`src/rtl/rv_pkg.sv`:
```
// Shared encodings for the rv_mem_arb instruction/data memory arbiter.
package rv_pkg;

   typedef enum logic [1:0] {
      ST_IDLE = 2'd0,
      ST_REQ  = 2'd1,
      ST_RESP = 2'd2
   } arb_state_e;

   typedef enum logic {
      OWN_IF = 1'b0,
      OWN_D  = 1'b1
   } owner_e;

endpackage

```
`src/rtl/rv_arb_pick.sv`:
```
// Combinational owner selection for rv_mem_arb: the port not served last wins a collision.
module rv_arb_pick
   import rv_pkg::*;
(
   input  logic   if_req_i,
   input  logic   d_req_i,
   input  owner_e last_i,
   output owner_e owner_o
);

   // Pinning last_i to OWN_IF turns this into fixed data-over-fetch priority.
   always_comb begin
      owner_o = OWN_IF;
      if (if_req_i && d_req_i) begin
         owner_o = (last_i == OWN_IF) ? OWN_D : OWN_IF;
      end else if (d_req_i) begin
         owner_o = OWN_D;
      end
   end

endmodule

```
`src/rtl/rv_mem_arb.sv`:
```
// Arbitrates fetch and data ports onto one memory, one transaction at a time.
// Define RV_MEM_ARB_RR_EN for round-robin on collisions instead of fixed data priority.
module rv_mem_arb
   import rv_pkg::*;
#(
   parameter int ADDR_W = 64,
   parameter int DATA_W = 64
) (
   input  logic              clk,
   input  logic              rstn,
   input  logic              if_req_i,
   input  logic [ADDR_W-1:0] if_addr_i,
   output logic              if_gnt_o,
   output logic              if_rvalid_o,
   output logic [31:0]       if_rdata_o,
   input  logic              d_req_i,
   input  logic              d_we_i,
   input  logic [ADDR_W-1:0] d_addr_i,
   input  logic [DATA_W-1:0] d_wdata_i,
   output logic              d_gnt_o,
   output logic              d_rvalid_o,
   output logic [DATA_W-1:0] d_rdata_o,
   output logic              mem_req_o,
   output logic              mem_we_o,
   output logic [ADDR_W-1:0] mem_addr_o,
   output logic [DATA_W-1:0] mem_wdata_o,
   input  logic              mem_gnt_i,
   input  logic              mem_rvalid_i,
   input  logic [DATA_W-1:0] mem_rdata_i,
   output logic              stall_if_o,
   output logic              stall_mem_o
);

   arb_state_e        state_q, state_d;
   owner_e            owner_q, owner_d;
   owner_e            pick;
   owner_e            last;
   logic [ADDR_W-1:0] addr_q, addr_d;
   logic              we_q, we_d;
   logic [DATA_W-1:0] wdata_q, wdata_d;

`ifdef RV_MEM_ARB_RR_EN
   owner_e last_q, last_d;

   assign last_d = (state_q == ST_RESP && mem_rvalid_i) ? owner_q : last_q;
   assign last   = last_q;

   always_ff @(posedge clk or negedge rstn) begin
      if (!rstn) last_q <= OWN_IF;
      else       last_q <= last_d;
   end
`else
   assign last = OWN_IF;
`endif

   rv_arb_pick u_pick (
      .if_req_i (if_req_i),
      .d_req_i  (d_req_i),
      .last_i   (last),
      .owner_o  (pick)
   );

   always_ff @(posedge clk or negedge rstn) begin
      if (!rstn) begin
         state_q <= ST_IDLE;
         owner_q <= OWN_IF;
         addr_q  <= '0;
         we_q    <= 1'b0;
         wdata_q <= '0;
      end else begin
         state_q <= state_d;
         owner_q <= owner_d;
         addr_q  <= addr_d;
         we_q    <= we_d;
         wdata_q <= wdata_d;
      end
   end

   // The request is latched in IDLE so requester inputs are free to move while it is in flight.
   always_comb begin
      state_d     = state_q;
      owner_d     = owner_q;
      addr_d      = addr_q;
      we_d        = we_q;
      wdata_d     = wdata_q;
      mem_req_o   = 1'b0;
      mem_we_o    = 1'b0;
      if_gnt_o    = 1'b0;
      d_gnt_o     = 1'b0;
      if_rvalid_o = 1'b0;
      d_rvalid_o  = 1'b0;
      case (state_q)
         ST_IDLE: begin
            if (if_req_i || d_req_i) begin
               owner_d = pick;
               state_d = ST_REQ;
               if (pick == OWN_D) begin
                  addr_d  = d_addr_i;
                  we_d    = d_we_i;
                  wdata_d = d_wdata_i;
               end else begin
                  addr_d  = if_addr_i;
                  we_d    = 1'b0;
                  wdata_d = '0;
               end
            end
         end
         ST_REQ: begin
            mem_req_o = 1'b1;
            mem_we_o  = we_q;
            if (mem_gnt_i) begin
               if_gnt_o = (owner_q == OWN_IF);
               d_gnt_o  = (owner_q == OWN_D);
               state_d  = ST_RESP;
            end
         end
         ST_RESP: begin
            if (mem_rvalid_i) begin
               if_rvalid_o = (owner_q == OWN_IF);
               d_rvalid_o  = (owner_q == OWN_D);
               state_d     = ST_IDLE;
            end
         end
         default: state_d = ST_IDLE;
      endcase
   end

   assign mem_addr_o  = addr_q;
   assign mem_wdata_o = wdata_q;
   assign if_rdata_o  = addr_q[2] ? mem_rdata_i[63:32] : mem_rdata_i[31:0];
   assign d_rdata_o   = mem_rdata_i;
   assign stall_if_o  = if_req_i & ~if_rvalid_o;
   assign stall_mem_o = d_req_i & ~d_rvalid_o;

endmodule
```
`config.mk`:
```
export PLATFORM = sky130hd
export DESIGN_NAME = rv_mem_arb
export DESIGN_NICKNAME = d
export VERILOG_FILES = /design/src/rtl/rv_pkg.sv /design/src/rtl/rv_arb_pick.sv /design/src/rtl/rv_mem_arb.sv
export SDC_FILE = /design/constraint.sdc
export NUM_CORES = 1
export LEC_CHECK = 0
export ABC_AREA = 1
export CAP_MARGIN = 20
export CELL_PAD_IN_SITES_DETAIL_PLACEMENT = 2
export CELL_PAD_IN_SITES_GLOBAL_PLACEMENT = 2
export CORE_MARGIN = 8
export CORE_UTILIZATION = 17
export CTS_CLUSTER_DIAMETER = 50
export DETAILED_ROUTE_END_ITERATION = 7
export PLACE_DENSITY_LB_ADDON = 0.1
export SYNTH_ARGS = -nofsm -noshare
export SYNTH_HDL_FRONTEND = slang
export SYNTH_SLANG_ARGS = --single-unit
```
`constraint.sdc`:
```
create_clock -name clk -period 1.55 [get_ports clk]
set_input_delay 0.31 -clock clk [delete_from_list [all_inputs] [get_ports clk]]
set_output_delay 0.31 -clock clk [all_outputs]
set_load 0.02 [all_outputs]
```
==> impl_metrics.toml <==
[status]
status = "finished with violations"
violations = "setup timing"

[floorplanning]
placementRows = 73
core_area_um2 = 39800
die_x_um = 217
die_h_um = 217
pin_count = 495
initial_core_util_pct = 17.3
dieArea_um2 = 47100

[detailed_routing]
drtPass1Iterations = 4
vias = 7851
drc = 0
totalWireLength_um = 40300
drtAntennaViolNets = 0
vias_per_cell = 3.99
drtIter0Drc = 190
wl_per_cell_um = 20.4

[setup_path]
crit_path_top_delay_cell = "dfrtp_2"
crit_buf_inv = 3
critical_path.max_stage_delay_ps = 510
critPathMaxFanout = 8
endpoint_kind = "primary output"
regToRegSetupSlack_ps = 110
crit_type = "reg -> out"
arrival_ps = 1540
crit_family = "flip-flops"
timing.rr.end = "mem_addr_o[12]"
ff2ff_path_depth = 9
required_ps = 1240
reg2reg_from = "state_q[0]"
crit_chain = "buf_12 > buf_16 > nand2_2 > o21ai_1 > buf_4"
startpoint_type = "flip-flop"

[finish]
area_delta_synth_final_pct = 93.4
design_area_um2 = 13300
nets = 1695
layout-drive-gt1-share_pct = 16.0
fin_cells = 1970
fillCellCount = 4613

[timing]
rsz0062_at_grt = "true"
fin_crit_ps = 1850
relSlewSlack_pct = 67.7
worst_pin_slew_ps = 485
fin_crit_sh_pct = 119
holdWs_ps = 343
setup_violations = 41
clock_skew_ps = 8.44
final_hold_viol_count = 0
clock.fmax_ghz = 0.540
setup_slack_ps = -302
finalMaxSlewViolations = 0

[job]
drv_cap = 0

[clock_tree]
cts-buffers-inserted = 17
cts_tree = "done"
cts.clk_slew.worst_paths_ps = 60
clock_path_buffers = 2
cts_sinks = 132
worstSkewPairLatency_ps = 440
htree_levels = 4
root_buffer = "clkbuf_16"

[synthesis]
ys_ff_latch = 132
yosysSeqAreaShare_pct = 48.1
yosys-top-cells-area = "dfrtp_1 48%, nand2_1 30%, buf_4 8.2%"
synth_top_area_cell = "dfrtp_1"
ys_warn_count = 0
synth_nets = 1220
synth_cell_types = 14
synth_top_area_share_pct = 48.1
syn_avg_cell_area_um2 = 7.18
netlist_instances = 957
synth_area_um2 = 6870

[placement]
placed_area_um2 = 12300
gp_congestion = 0.744
dp.cells = 1920
post-dp-hpwl_um = 30900
port_buffers = 494

[power_and_ir_drop]
power_density_nw_per_um2 = 1750
p_leak_uw = 0.00695
vdd_drop_max_mv = 0.773

[global_route]
antenna_found_initial = 4
grt_pass1_vias = 8678
grt.total_usage_pct = 16.6
gr-total-overflow = 0
grt_pass1_wl_um = 58500
grt_max_degree = 79

[hold_path]
hold_path.class = "in -> reg"
hold_end = "state_q[1]"
hp-start = "mem_rvalid_i"
hold_depth = 2
## where the power goes
part,switching (uW),internal [uW],total (uW)
Clock,1610,2940,4550
Combinational,7730,5210,12900
Sequential,823,4990,5810
## state kept, by name (all words and copies together), names as in the netlist
signal,flops
mem_addr_o,64
mem_wdata_o,64
state_q,2
owner_q,1
we_q,1
## layout by cell type, fill, tap and decap left out
cell and count:
o21ai_1 16, clkdlybuf4s50_1 259, bufinv_16 5, buf_4 87, clkbuf_16 19, dfrtp_1 130
clkdlybuf4s15_1 20, inv_1 34, inv_2 4, o21ai_2 10, buf_12 17, nand2_2 10
nand2_1 535, dlygate4sd2_1 146, clkdlybuf4s15_2 3, dfrtp_2 2, nand2_4 11, o21ai_4 6
dlygate4sd3_1 1, clkinv_4 1, clkbuf_2 5, clkbuf_8 2, inv_4 1, nor2_4 8
buf_6 31, clkbuf_1 4, buf_8 3, nor2_2 2, nor2_1 1, clkinvlp_4 2
nand3_1 65, o21ai_0 2, diode_2 1, buf_16 2
## cells in the mapped netlist
master and instances:
buf_4 75, nor2_4 1, clkbuf_1 7, nor2_2 1, inv_2 2, nand2_1 555
nand3_1 65, o21ai_0 34, nand2_2 1, buf_2 37, dfrtp_1 132, buf_6 1
nor2_1 9, inv_1 37
## how the worst max path moves through the flow
stage	startpoint	end	slack, ps	depth (start not counted)
after floorplan	mem_addr_o[2]	if_rdata_o[14]	-80	3
after global placement	mem_rvalid_i	d_rvalid_o	-640	4
after detailed placement	mem_rvalid_i	d_rvalid_o	-640	4
after CTS	mem_addr_o[2]	if_rdata_o[27]	-390	4
after global routing	mem_addr_o[2]	if_rdata_o[3]	-380	5
final	mem_addr_o[2]	if_rdata_o[9]	-300	5
## timing repair
| action | CTS | global route |
|---|---|---|
| setup buffers | 8 | 5 |
| gates resized for setup | 457 | 99 |
| pin swaps | 6 | 11 |
| cloned | 4 | 1 |
| endpoints found under the setup margin | 217 | 114 |
| endpoints found under the hold margin | 132 | 0 |
| hold buffers | 1 | 0 |
## final cells by class
cell class                      instances  area (um2)  area share, %
Inverter                               39         149           1.12
Timing Repair Buffer                  576        5630           42.4
Tap cell                              525         657           4.94
Clock buffer                           23         468           3.52
Clock inverter                          8         174           1.31
Multi-Input combinational cell        666        2900           21.8
Antenna cell                            1        2.50         0.0188
Sequential cell                       132        3310           24.9
## kinds of logic after synthesis
kind of cell | share of synthesized area (%)
simple gates | 35.9
buf+inv | 13.6
flops | 48.1
compound gates | 2.48
## layer usage
metal	GRT usage, %	vias up	wire [um]	part of all wire [%]
li1	-	3792	-	-
met1	19.1	3783	16500	41
met2	28.4	239	20000	50
met3	7.09	31	3310	8.2
met4	3.56	6	431	1.1
met5	0	-	33	0.082
## metrics by stage
stage	setup WS (ps)	power, uW	setup TNS, ps	util [%]
after floorplan	-83.9	11700	-1280	-
after global placement	-637	18600	-54860	30.9
after detailed placement	-640	18800	-56800	30.9
after CTS	-386	23200	-11580	32.6
after global routing	-383	24900	-12650	33.4
final	-302	23300	-9330	33.4
Note: power is estimated with default switching activity, not from simulation.
